===== config.mk =====
export PLATFORM = sky130hd
export DESIGN_NAME = triangle_sequencer_flat
export DESIGN_NICKNAME = d
export VERILOG_FILES = /design/src/rtl/triangle_sequencer_if.sv /design/src/rtl/triangle_sequencer.sv /design/src/flat_wrapper.sv
export SDC_FILE = /design/constraint.sdc
export NUM_CORES = 1
export LEC_CHECK = 0
export ABC_AREA = 1
export CAP_MARGIN = 30
export CORE_ASPECT_RATIO = 0.8
export CORE_MARGIN = 2
export CORE_UTILIZATION = 54
export CTS_CLUSTER_SIZE = 16
export DETAILED_ROUTE_END_ITERATION = 12
export DONT_BUFFER_PORTS = 1
export PLACE_DENSITY_LB_ADDON = 0.3
export SLEW_MARGIN = 20
export SYNTH_ARGS = -nofsm -noshare
export SYNTH_HDL_FRONTEND = slang
export SYNTH_SLANG_ARGS = --single-unit

===== constraint.sdc =====
create_clock -name clk -period 15.9 [get_ports clk]
set_clock_uncertainty 0.1 [all_clocks]
set_input_delay 2.385 -clock clk [delete_from_list [all_inputs] [get_ports clk]]
set_output_delay 2.385 -clock clk [all_outputs]
set_load 0.02 [all_outputs]

===== src/rtl/triangle_sequencer_if.sv =====
// ---------------------------------------------------------------------------
// triangle_sequencer_if
// Groups the scene-store read bus and the renderer handshake of the
// triangle sequencer.
//   mem_addr       scene store read address          (master -> slave)
//   mem_data       scene store read data             (slave  -> master)
//   render_rst     one-cycle renderer reset pulse    (master -> slave)
//   triangle       128-bit triangle word             (master -> slave)
//   triangle_valid qualifies triangle                (master -> slave)
//   render_active  renderer start/hold level         (master -> slave)
//   render_done    renderer frame-complete pulse     (slave  -> master)
// The master modport is the sequencer; the slave modport is the scene
// store plus renderer.
// ---------------------------------------------------------------------------
interface triangle_sequencer_if #(
  parameter int ADDR_WIDTH = 6
);
  logic [ADDR_WIDTH-1:0] mem_addr;
  logic [127:0]          mem_data;
  logic                  render_rst;
  logic [127:0]          triangle;
  logic                  triangle_valid;
  logic                  render_active;
  logic                  render_done;

  modport master (
    output mem_addr, render_rst, triangle, triangle_valid, render_active,
    input  mem_data, render_done
  );

  modport slave (
    input  mem_addr, render_rst, triangle, triangle_valid, render_active,
    output mem_data, render_done
  );
endinterface


===== src/rtl/triangle_sequencer.sv =====
// ---------------------------------------------------------------------------
// triangle_sequencer
// Per-frame feeder for the renderer: pulses render_rst, streams up to
// MAX_TRIANGLES 128-bit triangle words out of a scene store with
// READ_LATENCY cycles of read latency, arms rendering, waits for
// render_done and counts completed frames.
// Ports:
//   clk            render-domain clock
//   rst            asynchronous active-high reset
//   enable         level, high = run frames back to back
//   num_triangles  scene size, sampled in PULSE, clamped to MAX_TRIANGLES
//   tri_mask       per-word valid gate (only with TRI_MASK_EN)
//   bus            scene store / renderer interface (master side)
//   frame_done     one-cycle pulse per completed frame
//   frame_count    completed frames, wraps
//   busy           high whenever the FSM is not IDLE
// Optional feature macro: TRI_MASK_EN adds tri_mask; masked words keep
// their read timing but are not flagged valid.
// ---------------------------------------------------------------------------
module triangle_sequencer #(
  parameter int MAX_TRIANGLES = 64,
  parameter int ADDR_WIDTH    = $clog2(MAX_TRIANGLES),
  parameter int READ_LATENCY  = 2,
  parameter int COUNT_WIDTH   = 16
) (
  input  logic                     clk,
  input  logic                     rst,
  input  logic                     enable,
  input  logic [ADDR_WIDTH:0]      num_triangles,
`ifdef TRI_MASK_EN
  input  logic [MAX_TRIANGLES-1:0] tri_mask,
`endif
  triangle_sequencer_if.master     bus,
  output logic                     frame_done,
  output logic [COUNT_WIDTH-1:0]   frame_count,
  output logic                     busy
);

  typedef enum logic [2:0] {
    IDLE, PULSE, STREAM, DRAIN, ARM, RENDERING, DONE
  } state_e;

  localparam logic [ADDR_WIDTH:0] MAX_N = (ADDR_WIDTH+1)'(MAX_TRIANGLES);

  state_e                    state_r, state_next_s;
  logic [ADDR_WIDTH:0]       n_r, n_clamp_s;
  logic [ADDR_WIDTH-1:0]     mem_addr_r;
  logic                      addr_vld_r;
  logic [READ_LATENCY-1:0]   pipe_r;
  logic                      last_addr_s, pipe_empty_s, word_valid_s;
  logic [127:0]              triangle_r;
  logic                      triangle_valid_r, render_rst_r, render_active_r;
  logic                      frame_done_r;
  logic [COUNT_WIDTH-1:0]    frame_count_r;
`ifdef TRI_MASK_EN
  logic [MAX_TRIANGLES-1:0]  tri_mask_r;
  logic [ADDR_WIDTH-1:0]     out_idx_r;
`endif

  // Clamp the requested scene size and derive stream/drain conditions.
  always_comb begin
    if (num_triangles > MAX_N) begin
      n_clamp_s = MAX_N;
    end else begin
      n_clamp_s = num_triangles;
    end
    last_addr_s  = ({1'b0, mem_addr_r} == (n_r - (ADDR_WIDTH+1)'(1)));
    // The last word is on triangle in the cycle the shift register empties.
    pipe_empty_s = !addr_vld_r && (pipe_r == {READ_LATENCY{1'b0}});
`ifdef TRI_MASK_EN
    word_valid_s = pipe_r[READ_LATENCY-1] & tri_mask_r[out_idx_r];
`else
    word_valid_s = pipe_r[READ_LATENCY-1];
`endif
  end

  // Next-state logic of the frame FSM.
  always_comb begin
    state_next_s = state_r;
    case (state_r)
      IDLE: begin
        if (enable) state_next_s = PULSE;
        else        state_next_s = IDLE;
      end
      PULSE: begin
        if (n_clamp_s == (ADDR_WIDTH+1)'(0)) state_next_s = ARM;
        else                                 state_next_s = STREAM;
      end
      STREAM: begin
        if (last_addr_s) state_next_s = DRAIN;
        else             state_next_s = STREAM;
      end
      DRAIN: begin
        if (pipe_empty_s) state_next_s = ARM;
        else              state_next_s = DRAIN;
      end
      ARM:       state_next_s = RENDERING;
      RENDERING: begin
        if (bus.render_done) state_next_s = DONE;
        else                 state_next_s = RENDERING;
      end
      DONE:      state_next_s = IDLE;
      default:   state_next_s = IDLE;
    endcase
  end

  // State register.
  always_ff @(posedge clk or posedge rst) begin
    if (rst) state_r <= IDLE;
    else     state_r <= state_next_s;
  end

  // Datapath and registered outputs, decoded from the next state so each
  // output is valid in the same cycle as the state it belongs to.
  always_ff @(posedge clk or posedge rst) begin
    if (rst) begin
      n_r              <= '0;
      mem_addr_r       <= '0;
      addr_vld_r       <= 1'b0;
      pipe_r           <= '0;
      triangle_r       <= '0;
      triangle_valid_r <= 1'b0;
      render_rst_r     <= 1'b0;
      render_active_r  <= 1'b0;
      frame_done_r     <= 1'b0;
      frame_count_r    <= '0;
`ifdef TRI_MASK_EN
      tri_mask_r       <= '0;
      out_idx_r        <= '0;
`endif
    end else begin
      render_rst_r    <= (state_next_s == PULSE);
      render_active_r <= (state_next_s == RENDERING);
      frame_done_r    <= (state_next_s == DONE);
      if (state_next_s == DONE) frame_count_r <= frame_count_r + COUNT_WIDTH'(1);
      if (state_r == PULSE) n_r <= n_clamp_s;
      addr_vld_r <= (state_next_s == STREAM);
      if (state_next_s == STREAM) begin
        if (state_r == PULSE) mem_addr_r <= '0;
        else                  mem_addr_r <= mem_addr_r + ADDR_WIDTH'(1);
      end
      // One valid bit per outstanding read; the last stage lines up with
      // mem_data for the matching address.
      pipe_r[0] <= addr_vld_r;
      for (int i = 1; i < READ_LATENCY; i++) pipe_r[i] <= pipe_r[i-1];
      triangle_valid_r <= word_valid_s;
      if (word_valid_s) triangle_r <= bus.mem_data;
`ifdef TRI_MASK_EN
      if (state_r == PULSE) begin
        tri_mask_r <= tri_mask;
        out_idx_r  <= '0;
      end else if (pipe_r[READ_LATENCY-1]) begin
        out_idx_r  <= out_idx_r + ADDR_WIDTH'(1);
      end
`endif
    end
  end

  assign bus.mem_addr       = mem_addr_r;
  assign bus.render_rst     = render_rst_r;
  assign bus.triangle       = triangle_r;
  assign bus.triangle_valid = triangle_valid_r;
  assign bus.render_active  = render_active_r;
  assign frame_done         = frame_done_r;
  assign frame_count        = frame_count_r;
  assign busy               = (state_r != IDLE);

endmodule


===== src/flat_wrapper.sv =====
// flat-port wrapper written by rule: the top's interface ports become plain ports
module triangle_sequencer_flat 
#(
  parameter int MAX_TRIANGLES = 64,
  parameter int ADDR_WIDTH    = $clog2(MAX_TRIANGLES),
  parameter int READ_LATENCY  = 2,
  parameter int COUNT_WIDTH   = 16
)
  (clk, rst, enable, num_triangles, frame_done, frame_count, busy, bus_mem_addr, bus_render_rst, bus_triangle, bus_triangle_valid, bus_render_active, bus_mem_data, bus_render_done);
  triangle_sequencer_if #(.ADDR_WIDTH(ADDR_WIDTH)) bus_i ();
  input  logic clk;
  input  logic rst;
  input  logic enable;
  input  logic [ADDR_WIDTH:0] num_triangles;
  output logic frame_done;
  output logic [COUNT_WIDTH-1:0] frame_count;
  output logic busy;
  output wire logic [$bits(bus_i.mem_addr)-1:0] bus_mem_addr;
  output wire logic [$bits(bus_i.render_rst)-1:0] bus_render_rst;
  output wire logic [$bits(bus_i.triangle)-1:0] bus_triangle;
  output wire logic [$bits(bus_i.triangle_valid)-1:0] bus_triangle_valid;
  output wire logic [$bits(bus_i.render_active)-1:0] bus_render_active;
  input wire logic [$bits(bus_i.mem_data)-1:0] bus_mem_data;
  input wire logic [$bits(bus_i.render_done)-1:0] bus_render_done;
  assign bus_mem_addr = bus_i.mem_addr;
  assign bus_render_rst = bus_i.render_rst;
  assign bus_triangle = bus_i.triangle;
  assign bus_triangle_valid = bus_i.triangle_valid;
  assign bus_render_active = bus_i.render_active;
  assign bus_i.mem_data = bus_mem_data;
  assign bus_i.render_done = bus_render_done;
  triangle_sequencer #(.MAX_TRIANGLES(MAX_TRIANGLES), .ADDR_WIDTH(ADDR_WIDTH), .READ_LATENCY(READ_LATENCY), .COUNT_WIDTH(COUNT_WIDTH)) u_core (.clk(clk), .rst(rst), .enable(enable), .num_triangles(num_triangles), .bus(bus_i), .frame_done(frame_done), .frame_count(frame_count), .busy(busy));
endmodule

Yosys cells after proc, flatten, opt, wreduce, memory -nomap -nowiden. Index checks and enable logic that the tools add are counted.

Input port bits: 139. Logic and storage cells: 39. Bits in registers: 167.

Reductions and logical operators: 6. Eq/ne operators: 10. Multiplexer cells: 8. Add/sub/neg operators: 3. Order comparisons: 1.

Operator list (count): 3-bit case mux with 6 select lines (1); 16-bit by 1-bit adder with 16-bit output (second input constant) (1); 3-bit equality test (second input constant) (4); 3-bit by 2-bit equality test with 1-bit output (second input constant) (3); 6-bit by 7-bit equality test with 1-bit output (1); 7-bit greater-than comparator (second input constant) (1); 7-bit logical NOT (1); 7-bit 2-to-1 mux (1); 7-bit by 1-bit subtractor with 7-bit output (second input constant) (1); 6-bit by 1-bit adder with 6-bit output (second input constant) (1); 3-bit by 1-bit equality test with 1-bit output (second input constant) (2); 3-bit 2-to-1 mux (2); 6-bit 2-to-1 mux (1); 3-bit logical NOT (1); 3-bit nonzero test (1); 2-bit logical NOT (1); 1-bit 2-to-1 mux (2); 2-bit 2-to-1 mux (1); 1-bit logical AND (1); 1-bit logical NOT (1).

Logic depth before layout (Yosys ltp).
Depth after elaboration: 6. Depth in mapped cells: 13. Gate-level depth less buffers: 13.

Worst setup path after synthesis. No wires, ideal clock.

Path type: input port to flip-flop. Start point: in num_triangles[4]. End point: reg u_core.mem_addr_r[2], in the netlist u_core.bus.mem_addr[2]. Setup time: 0.065 ns. Cell stages on the path: 7. Buffers on the path: 0. Path slack: 12.537 ns. Arrival time: 3.198 ns. Data required time: 15.735 ns. Cell sequence: nor2_1 -> nand4_1 -> o21ai_1 -> nand3_2 -> nand4_4 -> nand2_1 -> nand2_1.

Cells in the longest elaborated chain, start to end: 6.

Ends and longest elaborated chain: from (decl) (line flat_wrapper.sv:14) `input logic [ADDR_WIDTH:0] num_triangles;`; 7-bit greater-than comparator (line triangle_sequencer.sv:62) `if (num_triangles > MAX_N) begin`; 7-bit 2-to-1 mux * (line triangle_sequencer.sv:62); 7-bit logical NOT * (line triangle_sequencer.sv:86) `if (n_clamp_s == (ADDR_WIDTH+1)'(0)) state_next_s = ARM;`; 3-bit 2-to-1 mux * (line triangle_sequencer.sv:86); 3-bit case mux with 6 select lines * (line triangle_sequencer.sv:80) `case (state_r)`; named net u_core.state_next_s[1] (line triangle_sequencer.sv:45) `state_e state_r, state_next_s;`; 3-bit by 2-bit equality test with 1-bit output * (line triangle_sequencer.sv:138) `if (state_next_s == STREAM) begin`; to (signal assigned) (line triangle_sequencer.sv:140) `else mem_addr_r <= mem_addr_r + ADDR_WIDTH'(1);`; to (decl) (line triangle_sequencer.sv:47) `logic [ADDR_WIDTH-1:0] mem_addr_r;`.

The timed path passes the listed nets; every way through them passes the cells marked *. A chain may end at the register's enable or synchronous reset.

Worst setup path after layout.
Start point: reg u_core.state_r[1]. End point: out busy.

Cells in the longest elaborated chain, start to end: 1.

Ends and longest elaborated chain: from (decl) (line triangle_sequencer.sv:45); from (signal assigned) (line triangle_sequencer.sv:110) `else state_r <= state_next_s;`; 3-bit nonzero test (line triangle_sequencer.sv:166) `assign busy = (state_r != IDLE);`; to (decl) (line flat_wrapper.sv:17) `output logic busy;`.

Every way passes these cells.

==> metrics.md <==
| Metric | Value |
|---|---|
| Final worst path period share | 23.2% |
| Max VDD drop | 0.000111 V |
| Hold-fix buffers, CTS | 0 |
| Sequential-to-total area share from yosys stat | 61.1% |
| Mux share of post-synthesis cell area | 0% |
| TritonCTS clock tree | yes |
| Net Count, Synth | 940 |
| IO Pins | 294 |
| Max-Cap Viols | 0 |
| PortBufs | 0 |
| Ys Warns | 0 |
| Mapped Area | 6840 µm² |
| Final Hold Viols | 0 |
| Yosys cell types | 29 |
| FF+latch count, synth | 167 |
| TritonRoute pass-1 iters | 5 |
| Syn Area/Cell | 8.57 µm² |
| CP max FO | 6 |
| Synth Area in Compound Gates | 0.750% |
| Worst setup margin | 12.21 ns |
| Post-cts sizing count | 0 |
| WP depth | 2 |
| Vias/cell | 5.23 |
| Relative slew slack | 38.2% |
| Die Width | 130 µm |
| Pre-CTS setup slack | 11.78 ns |
| Pin count of the biggest net entering global routing | 98 |
| Initial DRC count | 276 |
| Met3 Usage GRT | 9.06% |
| Longest Clk Path Bufs | 2 |
| Total die area | 13600 µm² |
| Initial antenna violation count | 0 |
| Data arrival time of the worst path | 1.20 ns |
| Met2 usage | 40.2% |
| CP top delay family | flip-flops |
| Root Buffer Master | clkbuf_16 |
| Antenna viol nets, final | 0 |
| Ant. Diodes | 0 |
| Outcome | completed |
| Post-Place Cells | 943 |
| Max Fclk | 271 MHz |
| Critical path class | reg2out |
| Hpwl dp | 11700 µm |
| Vias in the first global route | 5328 |
| Post-CTS Setup Bufs | 0 |
| RSZ-0062 raised after global routing | no |
| Hold Path Depth | 0 |
| Leak | 4.10 nW |
| CP endpoint kind | output pin |
| Reg clk slew, reported paths | 0.06 ns |
| Top_reg_cell synth | dfrtp_1 |
| Total power | 0.00173 W |
| Slew @ Worst Pin | 0.927 ns |
| H-Tree Depth | 4 |
| Reg2Reg Depth | 5 |
| CP required | 13.41 ns |
| Total grt overflow | 0 |
| CP startpoint kind | flip-flop |
| Power Density | 229 nW/µm² |
| Via Count | 5095 |
| Most frequent cells in the layout | nand2_1, dfrtp_1, inv_1 |
| Met1 Track Usage GR | 28.2% |
| Gate Count Post-Synth | 798 |
| Total wire length | 16100 µm |
| Core Box Area | 12300 µm² |
| Rows | 36 |
| Die span in y | 105 µm |
| GRT Total Usage | 24.6% |
| Yosys top cell area share | 61.1% |
| Number of synthesized flops with an enable pin | 0 |
| Min cycle time layout | 3.69 ns |
| Placer Congestion | 0.839 |
| Synth Area in Adders | 0.549% |
| Slowest cell on crit path | dfrtp_1 |
| Remaining DRCs | 0 |
| Synth area leaders | dfrtp_1, nand2_1, inv_1 |
| Crit path largest cell delay | 0.48 ns |
| Util after Layout | 61.6% |
| Crit-path cells | inv_1 -> nand3_1 |
| Simple-gate share of the synthesized area | 31.4% |
| Starting Density | 55.8% |
| Final setup vio count | 0 |
| Area growth syn-to-layout | 10.4% |
| Setup tns final | 0 ns |
| Share of layout cells above drive strength 1 | 7.34% |
| Yosys top cell by area | dfrtp_1 |
| Clock sink count | 167 |
| Leading cell type in the layout, fill and taps excluded | nand2_1 |
| Max-slew violation count | 0 |
| Synth async-reset ratio | 100% |
| Nets | 933 |
| Global-route wire length before repair | 26000 µm |
| Hold Path Class | reg2reg |
| XOR/XNOR share of the synthesized area | 2.31% |
| Per-cell routed wire length | 16.5 µm |
| Final cell count without fillers | 975 |
| Critical path buffers and inverters | 1 |
| Skew-Pair Late Insertion Delay | 0.42 ns |
| TritonCTS Buffers | 17 |
| Largest family of logic cells by synthesized area | simple AND/OR/NAND/NOR gates |
| Grt peak-use layer | met2 |
[cells by family (layout without fill, tap and decap cells)]
group | after synthesis | count (layout)
xor gates and xnor gates | 18 | 18
DFF | 167 | 167
buffers and inverters | 70 | 76
adders and majority gates | 3 | 3
and+or+nand+nor | 530 | 530
AOI/OAI and AO/OA | 10 | 10
[power by group]
part | internal [W] | switching [W]
clock | 0.000208 | 0.000175
sequential | 0.000609 | 0.000380
combinational | 0.000125 | 0.000233
[final cells by class]
class / instances / area, µm²
clock buffer: 18 / 439
clock inverter: 14 / 114
fill: 1066 / 4700
inverter: 41 / 164
multi-input combinational: 561 / 2390
sequential: 167 / 4180
tap: 171 / 214
timing repair buffer: 3 / 38.8
[cell usage after synthesis, drive strengths merged, types with 2 or more instances]
library cell / number
clkbuf: 28
a21oi: 2
inv: 41
nand2: 458
nand3: 21
xor2: 11
nor2: 34
dfrtp: 167
nand4: 12
ha: 3
o21ai: 7
nor3: 2
xnor2: 7
[through the flow]
step	instance area (µm²)	hold slack [ns]
after floorplan	6840	0.254
after global placement	6970	0.264
after detailed placement	6990	0.268
after CTS	7540	0.283
after global routing	7550	0.290
final	7550	0.281
[routing by layer]
metal	part of all wire (%)	vias up
li1	-	2414
met1	39	2391
met2	48	247
met3	9.2	43
met4	4.0	0
met5	0	-
[final timing paths]
kind / end / slack, ns / start
setup / recovery: busy / 12.21 / u_core.state_r[1]
hold reg to reg: u_core.pipe_r[1] / 0.28 / u_core.pipe_r[0]
setup reg to reg: u_core.bus.triangle[122] / 13.21 / u_core.pipe_r[1]
max in group asynchronous: u_core.bus.triangle[46] / 12.61 / rst
min in group asynchronous: u_core.bus.triangle[37] / 1.83 / rst
hold / removal: u_core.pipe_r[1] / 0.28 / u_core.pipe_r[0]
[flip-flops by register name (all words and copies together) (netlist names)]
register,flops
u_core.state_r,3
u_core.frame_count,16
u_core.bus.render_active,1
u_core.bus.triangle_valid,1
u_core.pipe_r,2
u_core.bus.triangle,128
u_core.addr_vld_r,1
u_core.bus.mem_addr,6
u_core.n_r,7
u_core.frame_done,1
u_core.bus.render_rst,1
(Power assumes the default switching activity.)
